File: src/rtl/dnn_operand_sequencer.sv
// dnn_operand_sequencer
// Initiator side of the DNN operand/result interface. It collects a serial
// stream of 32 operand words into the parallel x*/w* bus, pulses in_ready
// for one cycle, gathers the two DNN results on their own strobes, and
// offers the result set upstream through a valid/ready handshake.
// Words 28..31 of each stream are accepted and discarded; only the first 28
// words have operand registers.

module dnn_operand_sequencer #(
  parameter int WORD_W  = 5,
  parameter int OUT_W   = 17,
  parameter int TIMEOUT = 16
) (
  input  logic              clk,
  input  logic              rst,

  input  logic [WORD_W-1:0] s_data,
  input  logic              s_valid,
  output logic              s_ready,

  output logic [WORD_W-1:0] x0,
  output logic [WORD_W-1:0] x1,
  output logic [WORD_W-1:0] x2,
  output logic [WORD_W-1:0] x3,
  output logic [WORD_W-1:0] w04,
  output logic [WORD_W-1:0] w14,
  output logic [WORD_W-1:0] w24,
  output logic [WORD_W-1:0] w34,
  output logic [WORD_W-1:0] w05,
  output logic [WORD_W-1:0] w15,
  output logic [WORD_W-1:0] w25,
  output logic [WORD_W-1:0] w35,
  output logic [WORD_W-1:0] w06,
  output logic [WORD_W-1:0] w16,
  output logic [WORD_W-1:0] w26,
  output logic [WORD_W-1:0] w36,
  output logic [WORD_W-1:0] w07,
  output logic [WORD_W-1:0] w17,
  output logic [WORD_W-1:0] w27,
  output logic [WORD_W-1:0] w37,
  output logic [WORD_W-1:0] w48,
  output logic [WORD_W-1:0] w58,
  output logic [WORD_W-1:0] w68,
  output logic [WORD_W-1:0] w78,
  output logic [WORD_W-1:0] w49,
  output logic [WORD_W-1:0] w59,
  output logic [WORD_W-1:0] w69,
  output logic [WORD_W-1:0] w79,

  output logic              in_ready,
  input  logic [OUT_W-1:0]  out0,
  input  logic [OUT_W-1:0]  out1,
  input  logic              out0_ready,
  input  logic              out1_ready,

  output logic [OUT_W-1:0]  res0,
  output logic [OUT_W-1:0]  res1,
  output logic              res_timeout,
  output logic              res_valid,
  input  logic              res_ready
);

  localparam logic [1:0] ST_LOAD   = 2'd0;
  localparam logic [1:0] ST_FIRE   = 2'd1;
  localparam logic [1:0] ST_WAIT   = 2'd2;
  localparam logic [1:0] ST_RESULT = 2'd3;

  localparam int N_OPS = 28;
  localparam int TW    = (TIMEOUT > 1) ? $clog2(TIMEOUT) : 1;
  localparam logic [TW-1:0] T_LAST = TW'(TIMEOUT - 1);

  logic [1:0]        state;
  logic [1:0]        state_nx;
  logic [4:0]        word_cnt;
  logic [TW-1:0]     wait_cnt;
  logic [WORD_W-1:0] ops [N_OPS];
  logic              got0;
  logic              got1;

  logic accept;
  logic last_word;
  logic cap_en;
  logic cap0;
  logic cap1;
  logic complete;
  logic timed_out;
  logic handshake;

  // Handshake and capture qualifiers shared by the state and datapath logic.
  assign s_ready   = (state == ST_LOAD) && !rst;
  assign accept    = s_valid && s_ready;
  assign last_word = accept && (word_cnt == 5'd31);
  assign cap_en    = (state == ST_FIRE) || (state == ST_WAIT);
  assign cap0      = cap_en && out0_ready;
  assign cap1      = cap_en && out1_ready;
  assign complete  = (got0 || cap0) && (got1 || cap1);
  assign timed_out = (state == ST_WAIT) && !complete && (wait_cnt == T_LAST);
  assign handshake = (state == ST_RESULT) && res_valid && res_ready;

  // Next-state selection; FIRE lasts exactly one cycle.
  always_comb begin
    state_nx = state;
    case (state)
      ST_LOAD:   if (last_word) state_nx = ST_FIRE;
      ST_FIRE:   state_nx = ST_WAIT;
      ST_WAIT:   if (complete || timed_out) state_nx = ST_RESULT;
      ST_RESULT: if (handshake) state_nx = ST_LOAD;
      default:   state_nx = ST_LOAD;
    endcase
  end

  // State register.
  always_ff @(posedge clk or posedge rst) begin
    if (rst) state <= ST_LOAD;
    else     state <= state_nx;
  end

  // Word counter picks the destination register; it wraps to 0 after word 31.
  always_ff @(posedge clk or posedge rst) begin
    if (rst)            word_cnt <= '0;
    else if (handshake) word_cnt <= '0;
    else if (accept)    word_cnt <= word_cnt + 5'd1;
  end

  // Wait-cycle counter: zero outside WAIT, so it starts at 0 on entry.
  always_ff @(posedge clk or posedge rst) begin
    if (rst)                   wait_cnt <= '0;
    else if (state == ST_WAIT) wait_cnt <= wait_cnt + TW'(1);
    else                       wait_cnt <= '0;
  end

  // Operand registers: each one loads only when its own word is accepted and
  // otherwise holds, so the DNN may sample them late.
  always_ff @(posedge clk or posedge rst) begin
    if (rst) begin
      for (int i = 0; i < N_OPS; i++) ops[i] <= '0;
    end else begin
      for (int i = 0; i < N_OPS; i++) begin
        if (accept && (word_cnt == 5'(i))) ops[i] <= s_data;
      end
    end
  end

  // Start pulse to the DNN, high for exactly the FIRE cycle.
  always_ff @(posedge clk or posedge rst) begin
    if (rst) in_ready <= 1'b0;
    else     in_ready <= last_word;
  end

  // Result set is valid for the whole time the FSM sits in RESULT.
  always_ff @(posedge clk or posedge rst) begin
    if (rst) res_valid <= 1'b0;
    else     res_valid <= (state_nx == ST_RESULT);
  end

  // Result capture; on timeout any result that never arrived is forced to 0
  // so a stale value from an earlier transaction is never reported.
  always_ff @(posedge clk or posedge rst) begin
    if (rst) begin
      res0        <= '0;
      res1        <= '0;
      got0        <= 1'b0;
      got1        <= 1'b0;
      res_timeout <= 1'b0;
    end else if (handshake) begin
      got0        <= 1'b0;
      got1        <= 1'b0;
      res_timeout <= 1'b0;
    end else begin
      if (cap0) begin
        res0 <= out0;
        got0 <= 1'b1;
      end
      if (cap1) begin
        res1 <= out1;
        got1 <= 1'b1;
      end
      if (timed_out) begin
        res_timeout <= 1'b1;
        if (!got0 && !cap0) res0 <= '0;
        if (!got1 && !cap1) res1 <= '0;
      end
    end
  end

  // Operand bus in stream order.
  assign x0  = ops[0];
  assign x1  = ops[1];
  assign x2  = ops[2];
  assign x3  = ops[3];
  assign w04 = ops[4];
  assign w14 = ops[5];
  assign w24 = ops[6];
  assign w34 = ops[7];
  assign w05 = ops[8];
  assign w15 = ops[9];
  assign w25 = ops[10];
  assign w35 = ops[11];
  assign w06 = ops[12];
  assign w16 = ops[13];
  assign w26 = ops[14];
  assign w36 = ops[15];
  assign w07 = ops[16];
  assign w17 = ops[17];
  assign w27 = ops[18];
  assign w37 = ops[19];
  assign w48 = ops[20];
  assign w58 = ops[21];
  assign w68 = ops[22];
  assign w78 = ops[23];
  assign w49 = ops[24];
  assign w59 = ops[25];
  assign w69 = ops[26];
  assign w79 = ops[27];

endmodule

File: config.mk
export PLATFORM = sky130hd
export DESIGN_NAME = dnn_operand_sequencer
export DESIGN_NICKNAME = d
export VERILOG_FILES = /design/src/rtl/dnn_operand_sequencer.sv
export SDC_FILE = /design/constraint.sdc
export NUM_CORES = 1
export LEC_CHECK = 0
export BUFFER_PORTS_ARGS = -buffer_cell sky130_fd_sc_hd__buf_4
export CORE_MARGIN = 10
export CORE_UTILIZATION = 25
export DETAILED_ROUTE_END_ITERATION = 16
export PLACE_DENSITY = 0.56
export SLEW_MARGIN = 20
export SYNTH_ARGS = -nofsm -noshare
export SYNTH_HDL_FRONTEND = slang
export SYNTH_SLANG_ARGS = --single-unit
File: constraint.sdc
create_clock -name clk -period 8.25 [get_ports clk]
set_clock_uncertainty 0.05 [all_clocks]
set_input_delay 0.825 -clock clk [delete_from_list [all_inputs] [get_ports clk]]
set_output_delay 0.825 -clock clk [all_outputs]
set_load 0.03 [all_outputs]
==> summary.md, run 1 <==
| Metric | Value |
|---|---|
| Synth warnings | 0 |
| Cell count after synthesis | 592 |
| Detailed-route wire length | 23,980 um |
| Regs by FF count | res0 x17, res1 x17 |
| Startpoint Class | flip-flop |
| Ys flop type | dfrtp_1 |
| Fin. max-slew vios | 0 |
| Worst-Skew Late Latency | between 400 and 500 ps |
| Layout cells sized above 1 | between 40 and 50% |
| Synth Area in Compound Gates | 5.511% |
| Most frequent cell after synthesis | dfrtp_1 |
| CTS resizes | 0 |
| Main combinational cell family by area after synthesis | multiplexers |
| Worst setup margin | 5608 ps |
| Max-slew headroom at the worst pin | a little over a third |
| Crit-path cells | inv_1 -> ha_1 -> nand3b_2 -> or4_1 -> mux2_1 |
| Routed Antenna Nets | 0 |
| Clock-pin slew on the worst setup and hold paths | 70 ps |
| Max_cap viols | 0 |
| Leak pwr | approximately 5.3 nW |
| Crit path DAT | 2910 ps |
| Worst-Margin Slew | between 900 and 1000 ps |
| Number of clock sinks | 190 |
| Cell Rows | 65 |
| Worst path max stage delay | 770 ps |
| Core area | approximately 0.031 mm^2 |
| Total power | 0.003174 W |
| Area contributors post-synth | dfrtp_1 60%, mux2_2 14%, mux2_1 4.3%, a21oi_1 2.5%, nor3_2 2.4% |
| CP bufs+invs | 1 |
| Grt ovf | 0 |
| HP Class | reg -> reg |
| Initial Util | 25.17% |
| CTS Hold Bufs | 0 |
| Final non-filler cell total | 1,203 |
| GPL Wtd Cong | 0.7052 |
| Fraction of synthesized area in multiplexers | between 20 and 25% |
| Post-synth top cells | 190 x dfrtp_1, 100 x mux2_2, 40 x a21oi_1 |
| Post-synth top area share | between 60% and 70% |
| Ports | approximately 220 |
| Syn nets | 648 |
| Vias | roughly 5,500 |
| Top Family by Delay on Critical Path | simple AND/OR/NAND/NOR gates |
| Max H-tree Level | 4 |
| Area leader, netlist | dfrtp_1 |
| Simple-gate portion of the synthesized area | about 9% |
| Syn Area/Cell | roughly 13 um^2 |
| Post-synthesis sequential area ratio | roughly 60% |
| Synth Area in Adders | approximately 1.7% |
| PwrDens | just over 300 mW/mm^2 |
| Largest net degree at the start of global routing | 132 |
| Initial DRC count | 291 |
| WHS | between 400 and 500 ps |
| Port bufs | 222 |
| Setup TNS | 0 ps |
| DRC violation count after routing | 0 |
| Pre-antenna DRT Iters | 7 |
| Synth-to-Final Area Change | 32.92% |
| Total die area | 0.03912 mm^2 |
| Total setup buffers inserted after CTS | 0 |
| Async SR Flop Fraction | 100.0% |
| Critical path fanouts, max | 15 |
| Post-layout min period | 2642 ps |
| Ant. Diodes | 0 |
| CP required | between 8000 and 9000 ps |
| Crit end category | flip-flop |
| HPWL Detailed | 16,200 um |
| WL per Instance | 19.93 um |
| CTS Buf Count | 17 |
| Vias/cell | 4.537 |
| Slowest cell on the critical path | or4_1 |
| First-pass GRT wire length | 36,310 um |
| Unrepaired setup endpoints after global routing | false |
| Die Width | ~200 um |
| Die Y | 197.8 um |
| CTS tree | built |
| Netlist cell types | 40 |
| Maximum vdd drop | 0.1346 mV |
| Total GRT Usage | 12.14% |
| Final nets | 844 |
| CTS Root Cell | clkbuf_16 |
| Post-Place Cells | 1,171 |
| Final Hold Fails | 0 |
| Fillers | 3,151 |
| Final count of negative-setup-slack endpoints | 0 |
| Synthesized area | ~0.0079 mm^2 |
| Final period utilization | 32.03% |
| Register bit total from synthesis | 190 |
| Status | finished, final reports clean |
| FMAX | about 380 MHz |
| Post-synthesis xor/xnor area fraction | less than 1% |
| Initial antenna violation count | 1 |
| Vias in the first global route | 5,665 |
| Worst-case clock buffer depth | 2 |
| Crit Path Category | reg -> reg |
| Pre-CTS setup slack | 5575 ps |
| Number of synthesized flops with an enable pin | 0 |
[layout make-up]
class,instances,area [um^2],area share [%]
tap,402,503.0,4.789
timing repair buffer,225,1689,16.08
clock buffer,19,442.9,4.217
clock inverter,13,150.1,1.430
sequential,190,4755,45.27
multi-input combinational,346,2925,27.85
inverter,8,37.54,0.3574
[routing by layer]
metal / global-route usage [%] / share of wire (%) / vias to the layer above
li1: - / - / 2478
met1: 16.36 / 46 / 2800
met2: 18.19 / 46 / 169
met3: 4.193 / 7.6 / 11
met4: 2.990 / 0.73 / 0
met5: 0 / 0 / -
[per-stage QoR]
step	area, um^2	util, %
3_5_place_dp	9910	31.57
2_1_floorplan	7901	-
6_report	10500	33.46
5_1_grt	10500	33.46
3_3_place_gp	9910	31.57
4_1_cts	10500	33.46
[logic make-up after synthesis]
group,after synthesis
xor+xnor,3
mux,140
simple gates,108
flops,190
buf+inv,56
compound gates,84
fa+ha+maj,11
[cells in the final DEF (no fill, tap or decap), drive strengths merged, types with 2 or more instances in the layout]
master,instances
o21ai,38
dfrtp,190
and3,4
nor2,7
buf,225
nand2b,7
nor2b,2
nand3,38
ha,11
or4,8
clkinvlp,4
mux2,140
nand2,8
xor2,2
inv,13
nand3b,2
a31oi,2
nor3,21
clkbuf,19
a21oi,40
and2,5
clkinv,3
[final timing paths]
check                                           start                     to  slack, ps  cells past startpoint
worst max-delay path               state[0]$_DFF_PP0_      x1[4]$_DFFE_PP0P_       5610                      5
worst min-delay path            wait_cnt[0]$_DFF_PP0_  wait_cnt[0]$_DFF_PP0_        410                      1
worst max register to register     state[0]$_DFF_PP0_      x1[4]$_DFFE_PP0P_       5610                      5
worst min register to register  wait_cnt[0]$_DFF_PP0_  wait_cnt[0]$_DFF_PP0_        410                      1
max in group asynchronous                         rst     w05[0]$_DFFE_PP0P_       6270                      3
min in group asynchronous                         rst     w36[2]$_DFFE_PP0P_        510                      2
[worst reg2reg max path, stage by stage, from the launching register on]
cell and delay, ps:
dfrtp_1 430, inv_1 150, ha_1 310, nand3b_2 460, or4_1 770, mux2_1 360
[power breakdown]
group | total (W) | internal [W] | switching, W | leakage [nW]
Combinational | 0.00109 | 0.000394 | 0.000699 | 2.42
Sequential | 0.00124 | 0.00112 | 0.000126 | 2.56
Clock | 0.000841 | 0.000438 | 0.000403 | 0.276
Total | 0.00317 | 0.00195 | 0.00123 | 5.25
Power figures use the tool's default switching activity.
==> inputs of run 2 (changes only) <==
Settings changed: ABC_AREA from default to 1, PLACE_DENSITY 0.56 to 0.58.
Clock period 8.25 ns to 2.2 ns, I/O delays scaled along.
==> summary.md, run 2 <==
| Metric | Value |
|---|---|
| Post-Place Cells | 1,351 |
| Number of clock sinks | 190 |
| Setup TNS | 0 ps |
| Slowest cell on the critical path | clkinv_1 |
| Async SR Flop Fraction | 100.0% |
| Die Y | 194.0 um |
| Crit path DAT | ~2200 ps |
| Post-layout min period | 1949 ps |
| Ant. Diodes | 0 |
| Detailed-route wire length | 23,780 um |
| Critical path fanouts, max | 17 |
| Largest net degree at the start of global routing | 191 |
| Initial antenna violation count | 0 |
| Commonest non-fill, non-tap cell in the layout | buf_4 |
| Pre-antenna DRT Iters | 4 |
| Post-synthesis sequential area ratio | 62.85% |
| DRC violation count after routing | 0 |
| Total GRT Usage | 12.57% |
| Synthesized area | 0.007565 mm^2 |
| GPL Wtd Cong | 0.8034 |
| Final Hold Fails | 0 |
| Regs by FF count | res0 x17, res1 x17 |
| CP required | approximately 2500 ps |
| Total die area | 0.03762 mm^2 |
| Syn Area/Cell | roughly 10 um^2 |
| Cell count after synthesis | approximately 740 |
| Startpoint Class | flip-flop |
| Die Width | a little under 200 um |
| Vias | 5,927 |
| CTS tree | built |
| Synth warnings | 0 |
| Port bufs | roughly 220 |
| Leak pwr | 5.387 nW |
| Ys flop type | dfrtp_1 |
| R2R Setup Slk | 250 ps |
| Grt ovf | 0 |
| Post-synth top cells | 190 x dfrtp_1, 167 x nand2_1, 88 x o21ai_1 |
| Routed Antenna Nets | 0 |
| Crit-path cells | inv_1 -> ha_1 -> nand2_1 -> inv_1 -> nand2_2 -> clkinv_1 -> nor2_1 -> nor3_1 |
| Core area | about 0.030 mm^2 |
| Synth-to-Final Area Change | 38.26% |
| Worst-Skew Late Latency | 440 ps |
| Max-slew headroom at the worst pin | roughly three fifths |
| Most frequent cell after synthesis | dfrtp_1 |
| Layout cells sized above 1 | ~33% |
| Synth Area in Compound Gates | roughly a tenth |
| Initial Util | between 20% and 30% |
| Worst-Margin Slew | 616.9 ps |
| Top Family by Delay on Critical Path | buffers and inverters |
| Final nets | 1,048 |
| Fin. max-slew vios | 0 |
| Number of synthesized flops with an enable pin | 0 |
| CTS Hold Bufs | 10 |
| Syn nets | ~800 |
| Post-synth top area share | 62.85% |
| CP bufs+invs | 3 |
| FMAX | 513.0 MHz |
| Area leader, netlist | dfrtp_1 |
| WL per Instance | 17.05 um |
| Worst-case clock buffer depth | 2 |
| Synth Area in Adders | under 10% |
| Final period utilization | 88.60% |
| Vias in the first global route | 6,103 |
| Initial DRC count | between 300 and 400 |
| Worst path max stage delay | around 430 ps |
| Most frequent cells in the layout | 236 x buf_4, 190 x dfrtp_1, 167 x nand2_1 |
| CTS Root Cell | clkbuf_16 |
| Simple-gate portion of the synthesized area | 21.32% |
| Max_cap viols | 0 |
| CTS resizes | 0 |
| Ports | ~220 |
| Total setup buffers inserted after CTS | 0 |
| Register bit total from synthesis | 190 |
| Max H-tree Level | 4 |
| Unrepaired setup endpoints after global routing | false |
| Post-synthesis xor/xnor area fraction | 0.1158% |
| Vias/cell | 4.249 |
| Clock-pin slew on the worst setup and hold paths | 80 ps |
| HP Class | in -> reg |
| Final non-filler cell total | 1,395 |
| First-pass GRT wire length | 37,730 um |
| Crit end category | flip-flop |
| HPWL Detailed | 16,920 um |
| Main combinational cell family by area after synthesis | simple AND/OR/NAND/NOR gates |
| CTS Buf Count | 17 |
| Maximum vdd drop | 0.7740 mV |
| Netlist cell types | 30 |
| Area contributors post-synth | dfrtp_1 63%, nand2_1 8.3%, o21ai_1 5.8%, nor2_1 4.1%, nand2_4 3.0% |
| Fraction of synthesized area in multiplexers | 0% |
| Status | finished, final reports clean |
| Cell Rows | 63 |
| PwrDens | 1274 mW/mm^2 |
| Final count of negative-setup-slack endpoints | 0 |
| Most used cell, CP | inv_1 |
| Crit Path Category | reg -> reg |
## run 2: cell count changes in the layout (fill, tap and decap cells not counted), moves of 29 or more
cell     change
nor2_1      +75
o21ai_1     +88
mux2_2     -100
nand2_1    +159
nand3_1     -29
mux2_1      -30
a21oi_1     -39
nor3_1      +33
## run 2: kinds of logic (layout without fill, tap and decap cells)
group,Yosys count,after routing
and+or+nand+nor,339,339
DFF,190,190
AOI/OAI and AO/OA,148,148
buffers and inverters,53,316
adders and majority gates,11,11
xor gates and xnor gates,1,1
## run 2: stage by stage
stage	total power [W]	hold slack (ps)	util, %	setup slack (ps)	area, um^2
after floorplan	0.008195	314.5	-	146.5	7572
after global placement	0.01025	401.1	32.79	282.1	9744
after detailed placement	0.01034	413.9	32.79	261.4	9744
after CTS	0.01353	0.2117	35.07	205.9	10420
after global routing	0.01416	7.079	35.19	57.14	10460
final	0.01333	23.60	35.19	250.8	10460
## run 2: metal layers
| layer | up-vias | part of all wire, % | GRT usage [%] |
|---|---|---|---|
| li1 | 2934 | - | - |
| met1 | 2854 | 46 | 15.99 |
| met2 | 123 | 48 | 20.08 |
| met3 | 16 | 5.6 | 3.907 |
| met4 | 0 | 1.3 | 3.663 |
| met5 | - | 0 | 0 |
## run 2: worst paths after layout
check                                         from                  end  cells past startpoint
worst max-delay path            state[0]$_DFF_PP0_  res0[7]$_DFFE_PP0N_                      8
worst min-delay path                       out1[1]  res1[1]$_DFFE_PP0N_                      3
worst max register to register  state[0]$_DFF_PP0_  res0[7]$_DFFE_PP0N_                      8
worst min register to register  w59[1]$_DFFE_PP0P_   w59[1]$_DFFE_PP0P_                      2
max in group asynchronous                      rst   w59[1]$_DFFE_PP0P_                      5
min in group asynchronous                      rst   w36[2]$_DFFE_PP0P_                      4
## run 2: cell type report
type                            count  area (um^2)
Sequential cell                   190         4755
Inverter                           34        137.6
Clock buffer                       19        432.9
Tap cell                          390        488.0
Timing Repair Buffer              250         1949
Multi-Input combinational cell    499         2552
Fill cell                        3040        19260
Clock inverter                     13        143.9
## run 2: report_power, final
group,internal (W),switching [W]
Clock,0.00161,0.00150
Sequential,0.00438,0.000587
Combinational,0.00180,0.00345
## run 2: tightest hold or removal path, cell delays in order
cell	delay, ps
buf_4	100
nor2_1	90
nor3_1	50
==> inputs of run 3 (changes only) <==
--- a/config.mk
+++ b/config.mk
@@ -12,5 +12,4 @@
 export DETAILED_ROUTE_END_ITERATION = 16
 export PLACE_DENSITY = 0.58
-export SLEW_MARGIN = 20
 export SYNTH_ARGS = -nofsm -noshare
 export SYNTH_HDL_FRONTEND = slang
--- a/constraint.sdc
+++ b/constraint.sdc
@@ -3,3 +3,3 @@
 set_input_delay 0.22 -clock clk [delete_from_list [all_inputs] [get_ports clk]]
 set_output_delay 0.22 -clock clk [all_outputs]
-set_load 0.03 [all_outputs]
+set_load 0.05 [all_outputs]
==> summary.md, run 3 (synthesized netlist as in run 2, its figures left out) <==
| Metric | Value |
|---|---|
| CTS Buf Count | 17 |
| Clock-pin slew on the worst setup and hold paths | 80 ps |
| Port bufs | 222 |
| Vias in the first global route | 6,103 |
| Ant. Diodes | 0 |
| Vias | 5,926 |
| Status | finished, final reports clean |
| FMAX | 497.1 MHz |
| RR Endpoint | res0[7]$_DFFE_PP0N_ |
| Worst-Skew Late Latency | 440 ps |
| Max_cap viols | 0 |
| Regs by FF count | res0 x17, res1 x17 |
| Max H-tree Level | 4 |
| Detailed-route wire length | 23,790 um |
| Pre-CTS setup slack | 261.4 ps |
| Initial DRC count | 313 |
| First-pass GRT wire length | 37,730 um |
| Fillers | 3,042 |
| Unrepaired setup endpoints after global routing | false |
| Switching part of the total power | about 46% |
| Critical path fanouts, max | 5 |
| Worst setup margin | 188.2 ps |
| Cell Rows | 63 |
| R2R depth | 8 |
| Final period utilization | 91.44% |
| Leak pwr | 5.370 nW |
| Largest net degree at the start of global routing | 191 |
| Routed Antenna Nets | 0 |
| Core area | 0.02972 mm^2 |
| Commonest non-fill, non-tap cell in the layout | buf_4 |
| Layout cells sized above 1 | 33.10% |
| CTS resizes | 0 |
| Critical Path Source | state[0]$_DFF_PP0_ |
| Seq pwr share | about a third |
| R2R Setup Slk | about 250 ps |
| Initial Util | 25.46% |
| Final Hold Fails | 0 |
| Die Y | between 150 and 200 um |
| HP Class | in -> reg |
| Worst-Margin Slew | 1046 ps |
| Clock power share | 21.3% |
| CTS tree | built |
| Initial antenna violation count | 0 |
| Fin. max-slew vios | 0 |
| Crit Path Category | reg -> out |
| Setup crit end | s_ready |
| Grt ovf | 0 |
| DRC violation count after routing | 0 |
| Cell internal pwr | a little under 0.008 W |
| R2r startpoint | state[0]$_DFF_PP0_ |
| Setup TNS | 0 ps |
| Total GRT Usage | 12.57% |
| Final nets | 1,046 |
| WL per Instance | about 17 um |
| HPWL Detailed | 16,920 um |
| Total die area | 0.03762 mm^2 |
| Worst-case clock buffer depth | 2 |
| Comb pwr share | 44.6% |
| Synth-to-Final Area Change | 37.76% |
| Vias/cell | 4.254 |
| CP required | 1930 ps |
| Crit path DAT | 1740 ps |
| Pre-antenna DRT Iters | 4 |
| Most frequent cells in the layout | 236 x buf_4, 190 x dfrtp_1, 167 x nand2_1 |
| PwrDens | 1398 mW/mm^2 |
| Max-slew headroom at the worst pin | a little over 30% |
| Crit end category | output port |
| Number of clock sinks | 190 |
| GPL Wtd Cong | 0.8034 |
| Die Width | 194.0 um |
| Startpoint Class | flip-flop |
| Sw power | between 0.006 and 0.007 W |
| CTS Root Cell | clkbuf_16 |
| Maximum vdd drop | 0.9643 mV |
| Ports | 223 |
| Final count of negative-setup-slack endpoints | 0 |
| WHS | around 25 ps |
| Post-layout min period | 2012 ps |
## run 3: cell types whose count changed in the layout (fill, tap and decap cells not counted)
cell | before | now
dlygate4sd3_1 | 11 | 10
buf_16 | 1 | 0
## run 3: worst min-delay path by stage
stage                                from                    end  slack (ps)  depth (start not counted)
floorplan                             rst       got0$_DFFE_PP0P_         310                          1
global placement    wait_cnt[0]$_DFF_PP0_  wait_cnt[0]$_DFF_PP0_         400                          1
detailed placement  wait_cnt[0]$_DFF_PP0_  wait_cnt[0]$_DFF_PP0_         410                          1
CTS                               out1[1]    res1[1]$_DFFE_PP0N_         0.2                          3
global route                      out0[1]    res0[1]$_DFFE_PP0N_           7                          3
finish                            out1[1]    res1[1]$_DFFE_PP0N_          20                          3
## run 3: per-layer routing
metal / vias up / GRT usage, % / wire length [um] / part of all wire (%)
li1: 2933 / - / - / -
met1: 2846 / 15.99 / 10780 / 45
met2: 132 / 20.08 / 11400 / 48
met3: 15 / 3.907 / 1291 / 5.4
met4: 0 / 3.663 / 310 / 1.3
met5: - / 0 / 0 / 0
## run 3: critical path: stages, from the launching register on
cell,delay [ps]
dfrtp_1,400
inv_1,150
ha_1,240
inv_1,50
nor2_1,210
buf_4,250
## run 3: area by class of cell
class / instances / area [um^2] / share of cell area (%)
Tap cell: 390 / 488.0 / 4.682
Clock buffer: 19 / 432.9 / 4.154
Clock inverter: 13 / 143.9 / 1.381
Inverter: 34 / 137.6 / 1.321
Sequential cell: 190 / 4755 / 45.62
Multi-Input combinational cell: 499 / 2552 / 24.49
Timing Repair Buffer: 248 / 1912 / 18.35
## run 3: stage by stage
step	instance area, um^2	instances	util [%]	power, W
floorplan	7572	742	-	0.009399
global placement	9744	1351	32.79	0.01150
detailed placement	9744	1351	32.79	0.01159
CTS	10420	1393	35.07	0.01479
global route	10420	1393	35.07	0.01540
finish	10420	1393	35.07	0.01457
## run 3: timing repair
action	4_1_cts	5_1_grt
hold buffers	10	0
setup endpoints to repair	0	0
endpoints found under the hold margin	10	0
buffers inserted	0	0
## run 3: power by group through the flow
| stage | logic, W | clock network, W | registers [W] |
|---|---|---|---|
| 2_1_floorplan | 0.00171 | 0 | 0.00769 |
| 3_3_place_gp | 0.00649 | 0 | 0.00501 |
| 3_5_place_dp | 0.00657 | 0 | 0.00502 |
| 4_1_cts | 0.00658 | 0.00323 | 0.00497 |
| 5_1_grt | 0.00695 | 0.00337 | 0.00508 |
| 6_report | 0.00649 | 0.00311 | 0.00496 |
